$ cat src/rtl/car_pkg.sv
// Shared encodings for the car top level: drive modes, command bit positions
// and the power/mode arbiter state set.
package car_pkg;

   // Drive mode encodings as seen on mode_signal and in the arbiter target
   localparam logic [1:0] MODE_NONE   = 2'b00;
   localparam logic [1:0] MODE_MANUAL = 2'b01;
   localparam logic [1:0] MODE_SEMI   = 2'b10;
   localparam logic [1:0] MODE_AUTO   = 2'b11;

   // Bit positions inside every 4-bit move command
   localparam int CMD_LEFT  = 3;
   localparam int CMD_RIGHT = 2;
   localparam int CMD_BACK  = 1;
   localparam int CMD_FWD   = 0;

   typedef enum logic [2:0] {
      ST_OFF,
      ST_ARMING,
      ST_IDLE,
      ST_SWITCH,
      ST_RUN
   } arb_state_e;

   // One-hot grant vector: [0] manual, [1] semi-auto, [2] auto, none -> 0
   function automatic logic [2:0] mode_onehot(input logic [1:0] mode);
      logic [2:0] oh;
      oh = 3'b000;
      case (mode)
         MODE_MANUAL: oh = 3'b001;
         MODE_SEMI:   oh = 3'b010;
         MODE_AUTO:   oh = 3'b100;
         default:     oh = 3'b000;
      endcase
      return oh;
   endfunction

endpackage

$ cat src/rtl/sync_2ff.sv
// Two-flop synchronizer for asynchronous level inputs (buttons, switches).
// Multi-bit use is only safe for slowly changing levels such as mode_signal,
// where a one-cycle mixed sample is absorbed by the arbiter's dead-time gap.
module sync_2ff #(
   parameter int WIDTH = 1
) (
   input  logic             clk_i,
   input  logic             rst_ni,
   input  logic [WIDTH-1:0] d_i,
   output logic [WIDTH-1:0] q_o
);

   logic [WIDTH-1:0] meta_q;
   logic [WIDTH-1:0] sync_q;

   // Two-stage capture of the raw input into the clock domain
   always_ff @(posedge clk_i or negedge rst_ni) begin
      if (!rst_ni) begin
         // NOTE: both stages reset to 0, so a button held through reset is
         // seen low for two cycles first and counts as a fresh press.
         meta_q <= '0;
         sync_q <= '0;
      end else begin
         // NOTE: non-blocking assignments keep this a true two-flop chain; with
         // blocking ones sync_q would take d_i in the same edge and the
         // first stage would vanish.
         meta_q <= d_i;
         sync_q <= meta_q;
      end
   end

   assign q_o = sync_q;

endmodule

$ cat src/rtl/drive_mode_arbiter.sv
// Power and drive-mode arbiter for the car top level. Qualifies the power-on
// button with a hold-to-start interval, handles power-off and manual stalls,
// grants exactly one drive sub-block at a time and forwards only that
// block's move command, with an all-zero dead-time gap on every mode change.
module drive_mode_arbiter
   import car_pkg::*;
#(
   parameter int HOLD_CYCLES = 100_000_000,
   parameter int SWITCH_GAP  = 16,          // must be at least 1
   parameter int CNT_W       = 27           // 2**CNT_W > HOLD_CYCLES
) (
   input  logic       sys_clk,
   input  logic       rst_n,
   input  logic       power_on,
   input  logic       power_off,
   input  logic [1:0] mode_signal,
   input  logic [3:0] man_cmd,
   input  logic [3:0] semi_cmd,
   input  logic [3:0] auto_cmd,
   input  logic       man_fault,
   output logic       power_on_led,
   output logic [2:0] mode_led,
   output logic [2:0] mode_en,
   output logic       switching,
   output logic [3:0] cmd_out
);

   // ARMING commits on the edge after HOLD_CYCLES high cycles were counted;
   // SWITCH holds switching high for exactly SWITCH_GAP cycles.
   localparam logic [CNT_W-1:0] HOLD_DONE = CNT_W'(HOLD_CYCLES);
   localparam logic [CNT_W-1:0] GAP_DONE  = CNT_W'(SWITCH_GAP - 1);

   logic       pon_s;
   logic       poff_s;
   logic [1:0] mode_s;

   sync_2ff #(.WIDTH(1)) u_sync_pon (
      .clk_i  (sys_clk),
      .rst_ni (rst_n),
      .d_i    (power_on),
      .q_o    (pon_s)
   );

   sync_2ff #(.WIDTH(1)) u_sync_poff (
      .clk_i  (sys_clk),
      .rst_ni (rst_n),
      .d_i    (power_off),
      .q_o    (poff_s)
   );

   sync_2ff #(.WIDTH(2)) u_sync_mode (
      .clk_i  (sys_clk),
      .rst_ni (rst_n),
      .d_i    (mode_signal),
      .q_o    (mode_s)
   );

   arb_state_e       state_q;
   logic [CNT_W-1:0] cnt_q;          // shared hold / gap counter
   logic [CNT_W-1:0] cnt_inc;        // saturating increment of cnt_q
   logic [1:0]       target_q;       // pending mode in SWITCH, grant in RUN
   logic             pon_low_seen_q; // button released since last arming
   logic             power_on_led_q;
   logic             switching_q;
   logic [2:0]       mode_oh_q;
   logic [3:0]       cmd_out_q;
   logic [3:0]       grant_cmd;

   assign cnt_inc = (&cnt_q) ? cnt_q : cnt_q + CNT_W'(1);

   // Command of the currently granted block; other blocks never reach cmd_out
   always_comb begin
      grant_cmd = 4'b0000;
      case (target_q)
         MODE_MANUAL: grant_cmd = man_cmd;
         MODE_SEMI:   grant_cmd = semi_cmd;
         MODE_AUTO:   grant_cmd = auto_cmd;
         default:     grant_cmd = 4'b0000;
      endcase
   end

   // Arbiter FSM; outputs are registered from the state being entered
   always_ff @(posedge sys_clk or negedge rst_n) begin
      if (!rst_n) begin
         state_q        <= ST_OFF;
         cnt_q          <= '0;
         target_q       <= MODE_NONE;
         pon_low_seen_q <= 1'b0;
         power_on_led_q <= 1'b0;
         switching_q    <= 1'b0;
         mode_oh_q      <= 3'b000;
         cmd_out_q      <= 4'b0000;
      end else begin
         // Defaults: outputs low, counter advances; branches override below
         pon_low_seen_q <= pon_low_seen_q | ~pon_s;
         cnt_q          <= cnt_inc;
         power_on_led_q <= 1'b0;
         switching_q    <= 1'b0;
         mode_oh_q      <= 3'b000;
         cmd_out_q      <= 4'b0000;

         if (state_q != ST_OFF && poff_s) begin
            // Power-off wins over everything, including a held power_on
            state_q  <= ST_OFF;
            cnt_q    <= '0;
            target_q <= MODE_NONE;
         end else begin
            case (state_q)
               ST_OFF: begin
                  cnt_q <= '0;
                  if (pon_s && !poff_s && pon_low_seen_q) begin
                     state_q        <= ST_ARMING;
                     pon_low_seen_q <= 1'b0;
                  end
               end

               ST_ARMING: begin
                  if (!pon_s) begin
                     state_q <= ST_OFF;
                     cnt_q   <= '0;
                  end else if (cnt_q == HOLD_DONE) begin
                     state_q        <= ST_IDLE;
                     cnt_q          <= '0;
                     power_on_led_q <= 1'b1;
                  end
               end

               ST_IDLE: begin
                  power_on_led_q <= 1'b1;
                  if (mode_s != MODE_NONE) begin
                     state_q     <= ST_SWITCH;
                     target_q    <= mode_s;
                     cnt_q       <= '0;
                     switching_q <= 1'b1;
                  end
               end

               ST_SWITCH: begin
                  power_on_led_q <= 1'b1;
                  if (mode_s != target_q) begin
                     // Selector moved again: restart the full dead time
                     target_q    <= mode_s;
                     cnt_q       <= '0;
                     switching_q <= 1'b1;
                  end else if (cnt_q == GAP_DONE) begin
                     cnt_q <= '0;
                     if (target_q == MODE_NONE) begin
                        state_q <= ST_IDLE;
                     end else begin
                        state_q   <= ST_RUN;
                        mode_oh_q <= mode_onehot(target_q);
                     end
                  end else begin
                     switching_q <= 1'b1;
                  end
               end

               ST_RUN: begin
                  power_on_led_q <= 1'b1;
                  if (man_fault && target_q == MODE_MANUAL) begin
                     // Manual block requested an engine stall
                     state_q        <= ST_OFF;
                     cnt_q          <= '0;
                     target_q       <= MODE_NONE;
                     power_on_led_q <= 1'b0;
                  end else if (mode_s != target_q) begin
                     state_q     <= ST_SWITCH;
                     target_q    <= mode_s;
                     cnt_q       <= '0;
                     switching_q <= 1'b1;
                  end else begin
                     mode_oh_q <= mode_onehot(target_q);
                     cmd_out_q <= grant_cmd;
                  end
               end

               default: begin
                  state_q  <= ST_OFF;
                  cnt_q    <= '0;
                  target_q <= MODE_NONE;
               end
            endcase
         end
      end
   end

   assign power_on_led = power_on_led_q;
   assign mode_led     = mode_oh_q;
   assign mode_en      = mode_oh_q;
   assign switching    = switching_q;
   assign cmd_out      = cmd_out_q;

endmodule

$ cat config.mk
export PLATFORM = sky130hd
export DESIGN_NAME = drive_mode_arbiter
export DESIGN_NICKNAME = d
export VERILOG_FILES = /design/src/rtl/car_pkg.sv /design/src/rtl/sync_2ff.sv /design/src/rtl/drive_mode_arbiter.sv
export SDC_FILE = /design/constraint.sdc
export NUM_CORES = 1
export LEC_CHECK = 0
export BUFFER_PORTS_ARGS = -buffer_cell sky130_fd_sc_hd__clkbuf_2
export CAP_MARGIN = 5
export CORE_UTILIZATION = 50
export DETAILED_ROUTE_END_ITERATION = 12
export GPL_ROUTABILITY_DRIVEN = 0
export PLACE_DENSITY_LB_ADDON = 0.15
export SYNTH_ARGS = -nofsm -noshare
export SYNTH_HDL_FRONTEND = slang
export SYNTH_HIERARCHICAL = 1
export SYNTH_SLANG_ARGS = --single-unit
export TNS_END_PERCENT = 5
$ cat constraint.sdc
create_clock -name sys_clk -period 3 [get_ports sys_clk]
set_input_delay 0.45 -clock sys_clk [delete_from_list [all_inputs] [get_ports sys_clk]]
set_output_delay 0.45 -clock sys_clk [all_outputs]
set_load 0.005 [all_outputs]
==> results.toml, run 1 <==
[global_routing]
antenna_found_initial = 0
grt_first_pass_wirelength_um = 9970
grt_max_degree = 40
grt_overflow = 0
gr-usage-all-layers_pct = 21.2
grt_pass1_vias = 2119

[worst_setup_path]
reg2reg_slack_ns = 0.62
cpLargestDelayFamily = "simple AND/OR/NAND/NOR gates"
worst_ep_required_time_ns = 3.18
crit_type = "reg2reg"
critPathMaxFanout = 16
max_stage_delay_ns = 0.78
path_cells = "nand4_1, or4_1, nor3_2, mux2i_1, nor2_1"
slowest_stage = "or4_1"
critPathLaunchType = "flip-flop"
critical_path_buf_inv_count = 0
critPathCaptureType = "flip-flop"
cp_data_arrival_time_ns = 2.57

[drt]
vias = 2291
drt_first_pass_iters = 4
drc = 0
drt-total-wl_um = 5610
ant_nets = 0
drt_iter0_drc = 188
routed_via_density = 5.89
wire_per_inst_um = 14.4

[timing]
fin_tns_setup_ns = 0
tightestPinTransition_ns = 0.951
maxSlewHeadroom_pct = 36.6
rsz0062_at_grt = "false"
holdWs_ns = 0.251
hold_violations = 0
finalCritPeriodShare_pct = 79.5
setup_viol_count_final = 0
skew_ns = 0.00748
fmax_ghz = 0.419
layout_min_cycle_time_ns = 2.38
slew_viol_final = 0

[power]
p_per_area_nw_per_um2 = 539
p_leak_nw = 1.19
irDropWorstVdd_uv = 248
design_power_total_w = 0.00164

[synthesis]
syn_inst = 294
ys_warn_count = 6
synth_edf_count = 0
synth_area_per_cell_sq_um = 9.38
yosysTopAreaCellShare_pct = 45.4
synth_flop_cell = "dfrtp_1"
synth_nets = 315
synthTopCellsByArea = "dfrtp_1 45%, nor2_1 5.6%, a21oi_1 3.1%, xnor2_1 2.5%, xor2_1 2.2%"
synthDistinctLibCells = 60
syn-cell-area_sq_um = 2760
ys_async_sr_fraction_pct = 100
ys_ff_latch = 50
synth_seq_area_share_pct = 45.4
synth.largest_area_cell = "dfrtp_1"

[die]
io_pins = 31
dieWidth_um = 76.3
initial_core_util_pct = 53.0
rows = 26
dieArea_sq_um = 5820
dieHeight_um = 76.3
core_sq_um = 5200

[final_layout]
final_common_cell = "dfrtp_1"
drive_gt1_share_pct = 17.6
area_growth_pct = 10.1
design_area_sq_um = 3040
layout_common_cells = "50 x dfrtp_1, 41 x nor2_1, 30 x clkbuf_2, 17 x a21oi_1, 16 x nand2_1"
antennaDiodeCount = 0
fin_nets = 339

[placement]
post_dp_cell_area_sq_um = 2930
place_hpwl_um = 4030
port_buffers = 30

[clocking]
ctsResizeCount = 0
root_buffer = "clkbuf_8"
path_clk_slew_ns = 0.09
cts_tree = "yes"
post-cts-setup-buffer-count = 0
ctsLongestPathBuffers = 2
cts-buffers-inserted = 5
clk_latency_ns = 0.30
h-tree-depth = 2
cts_sinks = 50
holdBufCountCts = 0

[run_status]
status = "completed"

[run]
max-cap-violations = 0

[worst_hold_path]
hold_class = "in2reg"
per-stage QoR:
stage	setup WS, ns	util (%)	instances
after floorplan	0.871	-	294
after detailed placement	0.607	56.2	381
after global routing	0.401	58.3	389
after CTS	0.589	58.3	389
after global placement	0.662	56.2	381
final	0.616	58.3	389
area by class of cell:
type	count	area [sq um]
clock buffers	6	72.6
inverters	10	37.5
repair buffers	33	173
well taps	70	87.6
clock inverters	2	37.5
multi-input cells	218	1380
fillers	487	2170
flip-flops and latches	50	1250
power by group:
| part | internal (W) | leakage [nW] | switching [W] |
|---|---|---|---|
| clock | 0.000249 | 0.0514 | 0.000215 |
| combinational | 0.000167 | 0.471 | 0.000201 |
| sequential | 0.000711 | 0.672 | 0.0000952 |
| total | 0.00113 | 1.19 | 0.000511 |
cells by family after synthesis:
kind of cell | share of synthesized area [%]
AO/OA/AOI/OAI | 16.1
XOR/XNOR | 4.76
adder cells (fa/ha/maj) | 0.907
buffers and inverters | 4.67
flip-flops | 45.4
multiplexers | 3.09
AND/OR/NAND/NOR | 25.1
final timing paths:
check                                      start                 end  cells after the start
setup / recovery                        cnt_q[8]            cnt_q[1]                      5
hold / removal                          power_on   u_sync_pon/meta_q                      1
setup reg to reg                        cnt_q[8]            cnt_q[1]                      5
hold reg to reg            u_sync_mode/meta_q[0]  u_sync_mode/q_o[0]                      0
max in group asynchronous                  rst_n           cnt_q[16]                      2
min in group asynchronous                  rst_n          mode_en[2]                      1
cell usage after synthesis, types with 2 or more instances:
| library cell | number |
|---|---|
| buf_6 | 2 |
| a21oi_1 | 17 |
| dfrtp_1 | 50 |
| xnor2_1 | 8 |
| buf_4 | 3 |
| mux2i_1 | 4 |
| nor2_1 | 41 |
| a22o_1 | 2 |
| a22oi_1 | 3 |
| clkbuf_1 | 7 |
| ha_1 | 2 |
| o21ai_0 | 10 |
| inv_1 | 10 |
| a211oi_1 | 4 |
| nor3b_1 | 3 |
| nand3_1 | 12 |
| mux2_2 | 4 |
| nor3_1 | 10 |
| nor4_1 | 9 |
| a31oi_1 | 4 |
| or3_1 | 5 |
| xor2_1 | 7 |
| and3_1 | 2 |
| o31ai_1 | 6 |
| buf_2 | 4 |
| nand2_1 | 16 |
| o211ai_1 | 4 |
| nand4_1 | 7 |
| or4_1 | 5 |
| or2_2 | 3 |
state kept, by name, indices dropped and copies added (netlist names):
name,flops
cmd_out,4
cnt_q,27
mode_en,3
pon_low_seen_q,1
power_on_led,1
state_q,3
switching,1
target_q,2
u_sync_mode/meta_q,2
u_sync_mode/q_o,2
u_sync_poff/meta_q,1
u_sync_poff/q_o,1
u_sync_pon/meta_q,1
u_sync_pon/q_o,1
metal layers:
layer | vias to the layer above | track usage (%) | share of wire, %
li1 | 1121 | - | -
met1 | 1086 | 31.9 | 50
met2 | 82 | 30.5 | 42
met3 | 2 | 5.03 | 7.0
met4 | 0 | 5.19 | 0.48
met5 | - | 0 | 0
(Power assumes the default switching activity.)
==> run 2, diff against run 1 <==
Clock period 3 ns to 2.4 ns, I/O delays scaled along.
==> run 2 against run 1 <==
  * Worst hold slack lost 0.16 ns
  * Worst setup slack worse by 0.48 ns
  * Clock power up 6.0%
  * Routed wire length increased by 4.7%
  * Sequential power grew 20%
  * Clock skew grew 0.0037 ns
  * Flip-flop and latch count stayed put
  * Design area is 3.0% higher
  * Critical path depth up 1
  * Global-route usage is 0.88 points higher
  * Non-clock buffer count is 11 higher
  * Largest cell class unchanged
==> results.toml, run 2 (synthesis results as in run 1) <==
[run_status]
status = "completed"

[final_layout]
area_growth_pct = 13.4
design_area_sq_um = 3130
layout_common_cells = "50 x dfrtp_1, 41 x nor2_1, 30 x clkbuf_2, 17 x a21oi_1, 16 x nand2_1"
drive_gt1_share_pct = 20.6
fin_nets = 350
final_common_cell = "dfrtp_1"
regMostFlops = "cnt_q"
antennaDiodeCount = 0
fin_util_pct = 60.1
largest_reg_flops = 27

[timing]
maxSlewHeadroom_pct = 53.1
layout_min_cycle_time_ns = 2.26
tightestPinTransition_ns = 0.703
setup_viol_count_final = 0
rsz0062_at_grt = "false"
skew_ns = 0.0112
finalCritPeriodShare_pct = 94.3
hold_violations = 0
fmax_ghz = 0.442
slew_viol_final = 0
fin_ws_ns = 0.136
fin_tns_setup_ns = 0

[worst_hold_path]
hold_class = "in2async"

[placement]
port_buffers = 30
pre_cts_ws_ns = 0.125
place_hpwl_um = 4320
post_dp_cell_area_sq_um = 3030

[die]
io_pins = 31
initial_core_util_pct = 53.0
rows = 26
dieArea_sq_um = 5820
dieHeight_um = 76.3
dieWidth_um = 76.3
core_sq_um = 5200

[global_routing]
grt_pass1_vias = 2209
antenna_found_initial = 0
grt_max_degree = 28
grt_overflow = 0
gr-usage-all-layers_pct = 22.0
grt_first_pass_wirelength_um = 10300

[clocking]
root_buffer = "clkbuf_8"
cts_sinks = 50
h-tree-depth = 2
holdBufCountCts = 0
ctsLongestPathBuffers = 2
path_clk_slew_ns = 0.09
cts_tree = "yes"
cts-buffers-inserted = 5
clk_latency_ns = 0.30

[drt]
vias = 2332
routed_via_density = 5.83
drc = 0
ant_nets = 0
met1_length_um = 2860
drt_first_pass_iters = 5
drt_iter0_drc = 159
met2_length_um = 2590
met3RoutedLength_um = 345
drt-total-wl_um = 5870
wire_per_inst_um = 14.7
route.top_layer_used = "met4"

[worst_setup_path]
critPathLaunchType = "flip-flop"
cp_data_arrival_time_ns = 2.46
reg2reg_slack_ns = 0.14
critPathCaptureType = "flip-flop"
crit_type = "reg2reg"
worst_ep_required_time_ns = 2.60
critPathMaxFanout = 5

[power]
p_per_area_nw_per_um2 = 642
design_power_total_w = 0.00201
p_leak_nw = 1.25
irDropWorstVdd_uv = 442

[run]
max-cap-violations = 0
run 2: changes by cell type in the layout (fill, tap and decap cells not counted), sizes merged:
cell | previous run | this run
clkbuf | 36 | 35
clkinvlp | 1 | 2
buf | 3 | 14
inv | 10 | 11
bufinv | 1 | 0
run 2: layer usage:
layer | global-route usage (%) | up-vias
li1 | - | 1143
met1 | 31.4 | 1102
met2 | 33.7 | 80
met3 | 4.31 | 7
met4 | 7.12 | 0
met5 | 0 | -
run 2: cell type report:
class                   instances  area (sq um)
inverters                      10          37.5
multi-input cells             218          1380
flip-flops and latches         50          1250
clock buffers                   5          68.8
repair buffers                 44           280
well taps                      70          87.6
clock inverters                 3          23.8
fillers                       472          2080
run 2: power breakdown:
part	internal, W	total [W]	switching [W]
Combinational	0.000247	0.000548	0.000301
Clock	0.000209	0.000491	0.000283
Sequential	0.000890	0.000969	0.0000790
Total	0.00135	0.00201	0.000662
run 2: critical path: stages, from the launching register on:
cell      delay (ns)
dfrtp_1         0.42
ha_1            0.25
and3_1          0.26
nand4_1         0.17
or3_1           0.45
a211oi_1        0.25
mux2_2          0.36
run 2: what timing repair did:
item,CTS,global route
gates resized for setup,0,0
setup buffers,0,1
endpoints found under the setup margin,0,1
run 2: worst paths after layout:
path / startpoint / endpoint / cells past startpoint
worst max-delay path: cnt_q[1] / state_q[1] / 6
worst min-delay path: rst_n / cnt_q[14] / 1
worst max register to register: cnt_q[1] / state_q[1] / 6
worst min register to register: u_sync_mode/meta_q[1] / u_sync_mode/q_o[1] / 0
max in group asynchronous: rst_n / mode_en[0] / 2
min in group sys_clk: mode_signal[1] / u_sync_mode/meta_q[1] / 1
run 2: through the flow:
stage	instances	hold slack [ns]
5_1_grt	400	0.118
2_1_floorplan	294	0.0644
3_3_place_gp	391	0.332
3_5_place_dp	391	0.335
4_1_cts	399	0.103
6_report	400	0.0910
